===== src/rtl/sha256_msg_padder_if.sv =====
// Byte-stream input and padded-block output bundle of the SHA-256 message padder.
interface sha256_msg_padder_if;
  localparam int unsigned WORD_W  = 32;
  localparam int unsigned BLOCK_W = 512;

  logic               s_valid;
  logic               s_ready;
  logic [WORD_W-1:0]  s_data;
  logic               s_last;
  logic [1:0]         s_nbytes;
  logic               m_valid;
  logic               m_ready;
  logic [BLOCK_W-1:0] m_block;
  logic               m_first;
  logic               m_last;
  logic               busy;

  // Padder side.
  modport slave (
    input  s_valid, s_data, s_last, s_nbytes, m_ready,
    output s_ready, m_valid, m_block, m_first, m_last, busy
  );

  // Upstream source and downstream sink side.
  modport master (
    output s_valid, s_data, s_last, s_nbytes, m_ready,
    input  s_ready, m_valid, m_block, m_first, m_last, busy
  );
endinterface


===== src/rtl/sha256_msg_padder.sv =====
// SHA-256 message padder: appends marker, zero fill and bit length, emits 512-bit blocks.
// Optional macro SHA_PAD_LE_INPUT_EN: byte-swap little-endian input words before storage.
module sha256_msg_padder #(
  parameter int unsigned MAX_BYTES_W = 61
) (
  input logic                 clock,
  input logic                 reset,
  sha256_msg_padder_if.slave  bus
);
  localparam int unsigned WORD_W = 32;
  localparam int unsigned WORDS  = 16;
  localparam int unsigned IDX_W  = 4;
  localparam int unsigned LEN_W  = 64;

  typedef enum logic [1:0] {ACCEPT, PAD, LEN, EMIT} state_t;

  state_t                        state_q, state_d;
  state_t                        ret_q, ret_d;
  logic [IDX_W-1:0]              idx_q, idx_d, idx_inc;
  logic [MAX_BYTES_W-1:0]        byte_cnt_q, byte_cnt_d;
  logic                          one_done_q, one_done_d;
  logic                          len_pend_q, len_pend_d;
  logic                          first_pend_q, first_pend_d;
  logic                          m_valid_q, m_valid_d;
  logic                          m_first_q, m_first_d;
  logic                          m_last_q, m_last_d;
  logic                          busy_q, busy_d;
  logic [WORDS-1:0][WORD_W-1:0]  blk_q, blk_d;
  logic                          wr_en;
  logic [WORD_W-1:0]             wr_word;
  logic [WORD_W-1:0]             din;
  logic [2:0]                    nb;
  logic [LEN_W-1:0]              len_bits;

`ifdef SHA_PAD_LE_INPUT_EN
  assign din = {bus.s_data[7:0], bus.s_data[15:8], bus.s_data[23:16], bus.s_data[31:24]};
`else
  assign din = bus.s_data;
`endif

  assign nb       = (bus.s_nbytes == 2'd0) ? 3'd4 : {1'b0, bus.s_nbytes};
  assign len_bits = LEN_W'({byte_cnt_q, 3'b000});
  assign idx_inc  = idx_q + IDX_W'(1);

  // Next-state, word write and block-emit control.
  always_comb begin
    state_d      = state_q;
    ret_d        = ret_q;
    idx_d        = idx_q;
    byte_cnt_d   = byte_cnt_q;
    one_done_d   = one_done_q;
    len_pend_d   = len_pend_q;
    first_pend_d = first_pend_q;
    m_valid_d    = m_valid_q;
    m_first_d    = m_first_q;
    m_last_d     = m_last_q;
    busy_d       = busy_q;
    blk_d        = blk_q;
    wr_en        = 1'b0;
    wr_word      = '0;

    unique case (state_q)
      ACCEPT: begin
        if (bus.s_valid) begin
          wr_en      = 1'b1;
          busy_d     = 1'b1;
          len_pend_d = 1'b1;
          idx_d      = idx_inc;
          if (bus.s_last) begin
            byte_cnt_d = byte_cnt_q + MAX_BYTES_W'(nb);
            unique case (bus.s_nbytes)
              2'd1:    wr_word = {din[31:24], 24'h800000};
              2'd2:    wr_word = {din[31:16], 16'h8000};
              2'd3:    wr_word = {din[31:8], 8'h80};
              default: wr_word = din;
            endcase
            one_done_d = (bus.s_nbytes != 2'd0);
          end else begin
            byte_cnt_d = byte_cnt_q + MAX_BYTES_W'(4);
            wr_word    = din;
          end
          if (idx_q == IDX_W'(WORDS - 1)) begin
            state_d   = EMIT;
            ret_d     = bus.s_last ? PAD : ACCEPT;
            m_valid_d = 1'b1;
            m_first_d = first_pend_q;
            m_last_d  = 1'b0;
          end else if (bus.s_last) begin
            // A marker already in place with only the length words left skips PAD.
            state_d = (one_done_d && idx_inc == IDX_W'(14)) ? LEN : PAD;
          end
        end
      end
      PAD: begin
        wr_en      = 1'b1;
        wr_word    = one_done_q ? 32'h0000_0000 : 32'h8000_0000;
        one_done_d = 1'b1;
        idx_d      = idx_inc;
        if (idx_q == IDX_W'(WORDS - 1)) begin
          state_d   = EMIT;
          ret_d     = PAD;
          m_valid_d = 1'b1;
          m_first_d = first_pend_q;
          m_last_d  = 1'b0;
        end else if (idx_inc == IDX_W'(14)) begin
          state_d = LEN;
        end
      end
      LEN: begin
        wr_en   = 1'b1;
        wr_word = idx_q[0] ? len_bits[31:0] : len_bits[63:32];
        idx_d   = idx_inc;
        if (idx_q == IDX_W'(WORDS - 1)) begin
          state_d    = EMIT;
          ret_d      = ACCEPT;
          m_valid_d  = 1'b1;
          m_first_d  = first_pend_q;
          m_last_d   = len_pend_q;
          len_pend_d = 1'b0;
        end
      end
      EMIT: begin
        if (bus.m_ready) begin
          state_d      = ret_q;
          idx_d        = '0;
          m_valid_d    = 1'b0;
          first_pend_d = 1'b0;
          if (m_last_q) begin
            byte_cnt_d   = '0;
            busy_d       = 1'b0;
            one_done_d   = 1'b0;
            len_pend_d   = 1'b0;
            first_pend_d = 1'b1;
          end
        end
      end
      default: state_d = ACCEPT;
    endcase

    // Word 0 sits in the top slice, so word idx maps to slice 15-idx.
    if (wr_en) blk_d[~idx_q] = wr_word;
  end

  always_ff @(posedge clock or negedge reset) begin
    if (!reset) begin
      state_q      <= ACCEPT;
      ret_q        <= ACCEPT;
      idx_q        <= '0;
      byte_cnt_q   <= '0;
      one_done_q   <= 1'b0;
      len_pend_q   <= 1'b0;
      first_pend_q <= 1'b1;
      m_valid_q    <= 1'b0;
      m_first_q    <= 1'b0;
      m_last_q     <= 1'b0;
      busy_q       <= 1'b0;
      blk_q        <= '0;
    end else begin
      state_q      <= state_d;
      ret_q        <= ret_d;
      idx_q        <= idx_d;
      byte_cnt_q   <= byte_cnt_d;
      one_done_q   <= one_done_d;
      len_pend_q   <= len_pend_d;
      first_pend_q <= first_pend_d;
      m_valid_q    <= m_valid_d;
      m_first_q    <= m_first_d;
      m_last_q     <= m_last_d;
      busy_q       <= busy_d;
      blk_q        <= blk_d;
    end
  end

  assign bus.s_ready = (state_q == ACCEPT);
  assign bus.m_valid = m_valid_q;
  assign bus.m_block = blk_q;
  assign bus.m_first = m_first_q;
  assign bus.m_last  = m_last_q;
  assign bus.busy    = busy_q;
endmodule


===== src/flat_wrapper.sv =====
// flat-port wrapper written by rule: the top's interface ports become plain ports
module sha256_msg_padder_flat 
#(
  parameter int unsigned MAX_BYTES_W = 61
)
  (clock, reset, bus_s_valid, bus_s_data, bus_s_last, bus_s_nbytes, bus_m_ready, bus_s_ready, bus_m_valid, bus_m_block, bus_m_first, bus_m_last, bus_busy);
  sha256_msg_padder_if bus_i ();
  input logic clock;
  input logic reset;
  input wire logic [$bits(bus_i.s_valid)-1:0] bus_s_valid;
  input wire logic [$bits(bus_i.s_data)-1:0] bus_s_data;
  input wire logic [$bits(bus_i.s_last)-1:0] bus_s_last;
  input wire logic [$bits(bus_i.s_nbytes)-1:0] bus_s_nbytes;
  input wire logic [$bits(bus_i.m_ready)-1:0] bus_m_ready;
  output wire logic [$bits(bus_i.s_ready)-1:0] bus_s_ready;
  output wire logic [$bits(bus_i.m_valid)-1:0] bus_m_valid;
  output wire logic [$bits(bus_i.m_block)-1:0] bus_m_block;
  output wire logic [$bits(bus_i.m_first)-1:0] bus_m_first;
  output wire logic [$bits(bus_i.m_last)-1:0] bus_m_last;
  output wire logic [$bits(bus_i.busy)-1:0] bus_busy;
  assign bus_i.s_valid = bus_s_valid;
  assign bus_i.s_data = bus_s_data;
  assign bus_i.s_last = bus_s_last;
  assign bus_i.s_nbytes = bus_s_nbytes;
  assign bus_i.m_ready = bus_m_ready;
  assign bus_s_ready = bus_i.s_ready;
  assign bus_m_valid = bus_i.m_valid;
  assign bus_m_block = bus_i.m_block;
  assign bus_m_first = bus_i.m_first;
  assign bus_m_last = bus_i.m_last;
  assign bus_busy = bus_i.busy;
  sha256_msg_padder #(.MAX_BYTES_W(MAX_BYTES_W)) u_core (.clock(clock), .reset(reset), .bus(bus_i));
endmodule

===== config.mk =====
export PLATFORM = sky130hd
export DESIGN_NAME = sha256_msg_padder_flat
export DESIGN_NICKNAME = d
export VERILOG_FILES = /design/src/rtl/sha256_msg_padder_if.sv /design/src/rtl/sha256_msg_padder.sv /design/src/flat_wrapper.sv
export SDC_FILE = /design/constraint.sdc
export NUM_CORES = 1
export LEC_CHECK = 0
export BUFFER_PORTS_ARGS = -buffer_cell sky130_fd_sc_hd__buf_2
export CAP_MARGIN = 5
export CORE_MARGIN = 2
export CORE_UTILIZATION = 40
export CTS_CLUSTER_SIZE = 30
export DETAILED_ROUTE_END_ITERATION = 8
export SYNTH_ARGS = -nofsm -noshare
export SYNTH_HDL_FRONTEND = slang
export SYNTH_SLANG_ARGS = --single-unit

===== constraint.sdc =====
create_clock -name clock -period 3.25 [get_ports clock]
set_input_delay 0.65 -clock clock [delete_from_list [all_inputs] [get_ports clock]]
set_output_delay 0.65 -clock clock [all_outputs]
set_load 0.005 [all_outputs]

==> summary by stage <==
Status
The run finished with clean final reports.

Setup path
The critical path launch point type is a flop. The endpoint type of the worst setup path is a flop. In this run the critical register-to-register path is captured at u_core.bus.m_block[454].

The internal reg-to-reg setup slack is 0.33 ns. Walking the worst path, the cells encountered are inv_1 -> ha_1 -> a21oi_1 -> nor2_1 -> nand3_2 -> buf_12 -> mux2_1. The timing startpoint of the critical path is u_core.state_q[0].

The top cell family by delay on the critical path is simple AND/OR/NAND/NOR gates. Data on the critical path is required at its endpoint by 3.73 ns. Of all nets on the critical path, the largest fanout is 31.

The delay contributed by the slowest stage of the critical path is roughly 0.80 ns. The slowest cell on the critical path is sky130_fd_sc_hd__nor2_1. The kind of critical path is reg -> reg. The depth of the worst register-to-register path is 7. The number of buffer and inverter instances along the worst setup path is 2.

The worst flop-to-flop path startpoint is u_core.state_q[0]. The endpoint arrival time on the critical path is 3.40 ns.

Synthesis
The most used standard cell by instance count after synthesis is sky130_fd_sc_hd__dfrtp_1. Ranked by total cell area, the synthesized netlist is headed by sky130_fd_sc_hd__dfrtp_1, sky130_fd_sc_hd__mux2_2, sky130_fd_sc_hd__o21ai_0, sky130_fd_sc_hd__nand2_1, sky130_fd_sc_hd__mux2_1. The number of flip-flops and latches in the synthesized netlist is 587.

Counting instances in the post-synthesis netlist gives the leading cell types as sky130_fd_sc_hd__dfrtp_1, sky130_fd_sc_hd__mux2_2, sky130_fd_sc_hd__nand2_1. Of the synthesized area, sequential elements account for 0.596. Of the post-synthesis cell area, the dominant cell type holds 0.595.

The netlist area before placement is 24600 sq um. The mean post-synth cell area is 13.0 sq um. Yosys mapped the design onto 74 distinct sky130hd cell types.

Counting flops with a built-in enable in the synthesized netlist gives 0. The largest total area in the synthesized netlist belongs to sky130_fd_sc_hd__dfrtp_1. For this run, the number of Yosys warnings is 0. The instance count of the mapped netlist is 1900. In the synthesized netlist the async set-or-reset flop fraction comes to 1.00. The number of nets in the synthesized netlist is 1953. In the synthesized netlist the dominant register cell turns out to be sky130_fd_sc_hd__dfrtp_1.

Timing
The measured slew at the worst slew-check pin is 1.21 ns. In this run the tightest slew margin relative to its limit is 0.188. In the finished design, the share of the clock period the worst path needs comes to 0.899. The number of endpoints with negative hold slack in the final report is 0. The minimum clock period is slightly below 3 ns.

Setup repair after global routing left no endpoint under its margin. The number of slew-limit violations in the final report was 0. Adding up every negative setup slack in the final design gives 0 ns. Static timing analysis puts the maximum clock frequency at 342 MHz. Between clock sinks in the finished design, the worst skew comes to 0.0202 ns. Setup violations remaining at the end of the flow were counted as 0. Hold timing on the final database bottoms out at a slack of 0.000593 ns.

Cells and area
The final-stage net count is between 2000 and 3000. The layout overhead on the synthesized area is 26.0%. In the final layout, the share of cells above drive strength 1 is 0.487.

Floorplan
Pin placement for this block handled 556 I/O pins. The die span in y is 252 um. The die is 252 um wide.

The die area is around 64000 sq um. For this configuration, the core starts out at a cell density of 0.407. The total area inside the core boundary comes to 60600 sq um. The row count is 90.

GRT
The number of antenna violations at the first check in global routing is 3. The global-route wire length before repair is 125000 um. After global routing the overflow that remains totals 0. Entering global routing, the biggest net connects 98 pins.

The number of global-route vias before repair is around 18000. For this run, the total global-route usage over all layers was measured as 0.266.

Route
The first routing iteration left 1238 violations. For this block, wires on met1 add up to 34500 um. The mean routed wirelength per cell is about 26 um.

The count of nets left with antenna violations once routing finished came out at 0. The iteration count of the initial detailed-routing pass is 6. The DRC violation count after routing is 0. Using the TritonRoute via totals, the vias-per-cell ratio works out to 5.54. The total routed wirelength is 85500 um. The total via count after detailed routing is 18400.

Summed over all nets, wire length on met3 after detailed routing comes to 6270 um. The highest metal layer with signal wires is met4. The wire length on met2 is 41800 um.

Power and ir drop
The leakage dissipation is approximately 17 nW. IR analysis of the VDD net gives a maximum drop of 0.000547 V. The design draws 0.0257 W. In this run the power density over the cells is 827 nW/um^2.

Clock network
In this run, post-CTS repair resized a total of 0 instances. Clock-pin slew was measured on the worst setup and hold paths at 0.06 ns. In this run the number of H-tree levels came out at 3. The worst-case clock buffer depth is 3. The TritonCTS clock tree is built. Clock latency on the worst-skew pair, taken at its later pin, is between 0.6 and 0.7 ns. The total CTS buffers is 66.

In this run the clock root is driven by a sky130_fd_sc_hd__clkbuf_16. The hold buffer count at CTS is 0. The clock drives 587 sinks. The number of buffers added for setup after CTS is 0.

Placed design
The routability congestion estimate is 0.954. The half-perimeter wire length of the detailed placement result is 61700 um. The quantity of I/O buffers inserted on ports is 555.

Worst hold path
The type of the worst min-delay path is in -> async.

Run
Max-cap violations in this run came to 0.
==> worst register-to-register path, cell delays in order, from the launching register on <==
cell and delay, ns:
sky130_fd_sc_hd__dfrtp_1 0.42, sky130_fd_sc_hd__inv_1 0.14, sky130_fd_sc_hd__ha_1 0.23, sky130_fd_sc_hd__a21oi_1 0.11, sky130_fd_sc_hd__nor2_1 0.80, sky130_fd_sc_hd__nand3_2 0.43, sky130_fd_sc_hd__buf_12 0.30, sky130_fd_sc_hd__mux2_1 0.37
==> through the flow <==
step | setup WS (ns) | std cells | instance area, sq um | utilization
after floorplan | 0.886 | 1900 | 24600 | -
after global placement | 0.331 | 3197 | 28800 | 0.476
after detailed placement | 0.191 | 3197 | 28800 | 0.476
after CTS | 0.317 | 3314 | 31100 | 0.513
after global routing | 0.0846 | 3314 | 31100 | 0.513
final | 0.327 | 3315 | 31100 | 0.513
==> layer usage <==
metal / track usage / vias up
li1: - / 8036
met1: 0.337 / 9529
met2: 0.441 / 659
met3: 0.0674 / 142
met4: 0.101 / 0
met5: 0 / -
==> flip-flops by register name, summed over array words and instances (netlist names) <==
name                 flops
u_core.first_pend_q      1
u_core.bus.m_valid       1
u_core.bus.m_block     512
u_core.bus.m_last        1
u_core.one_done_q        1
u_core.byte_cnt_q       61
u_core.bus.busy          1
u_core.idx_q             4
u_core.len_pend_q        1
u_core.state_q           2
u_core.bus.m_first       1
u_core.ret_q             1
==> cell usage in the layout, fill, tap and decap left out, drive strengths merged, types with 10 or more instances in the layout <==
master	instances
buf	656
dfrtp	586
nor3	15
a41oi	11
inv	22
mux2	459
a22oi	29
a31oi	27
clkinv	14
o21ai	133
and3	11
ha	13
clkbuf	94
o211ai	18
a21oi	22
or4	11
nand3	47
nand2	155
nand4	24
nor2	55
nor4	10
and2	10
==> where the power goes <==
group	total (W)	internal, W	leakage, nW	switching (W)
registers	0.00996	0.00895	8.11	0.00100
clock network	0.00765	0.00455	1.10	0.00310
logic	0.00808	0.00335	7.59	0.00473
total	0.0257	0.0169	16.8	0.00883
==> kinds of logic (layout without fill, tap and decap cells) <==
kind of cell,count (synthesis),in the layout,synth area share
compound gates,301,301,0.0779
xor+xnor,2,2,0.000711
fa+ha+maj,14,14,0.00741
buf+inv,161,793,0.0280
flops,587,587,0.596
mux,463,463,0.211
other cells,0,1,0
simple gates,372,372,0.0784
==> worst max-delay path by stage <==
stage	endpoint	slack, ns	depth (start not counted)
6_report	u_core.bus.m_block[454]	0.33	7
3_3_place_gp	u_core.bus.m_block[228]	0.33	6
5_1_grt	u_core.bus.m_block[454]	0.08	7
3_5_place_dp	u_core.bus.m_block[164]	0.19	6
2_1_floorplan	u_core.byte_cnt_q[43]	0.89	7
4_1_cts	u_core.bus.m_block[454]	0.32	7
==> area by class of cell <==
type                    count  area (sq um)
fillers                  5339         29500
diodes                      1          2.50
multi-input cells        1152          9340
well taps                 782           978
repair buffers            656          3750
flip-flops and latches    587         14700
inverters                  20          75.1
clock inverters            23           302
clock buffers              94          1930
Note: power is estimated with default switching activity, not from simulation.
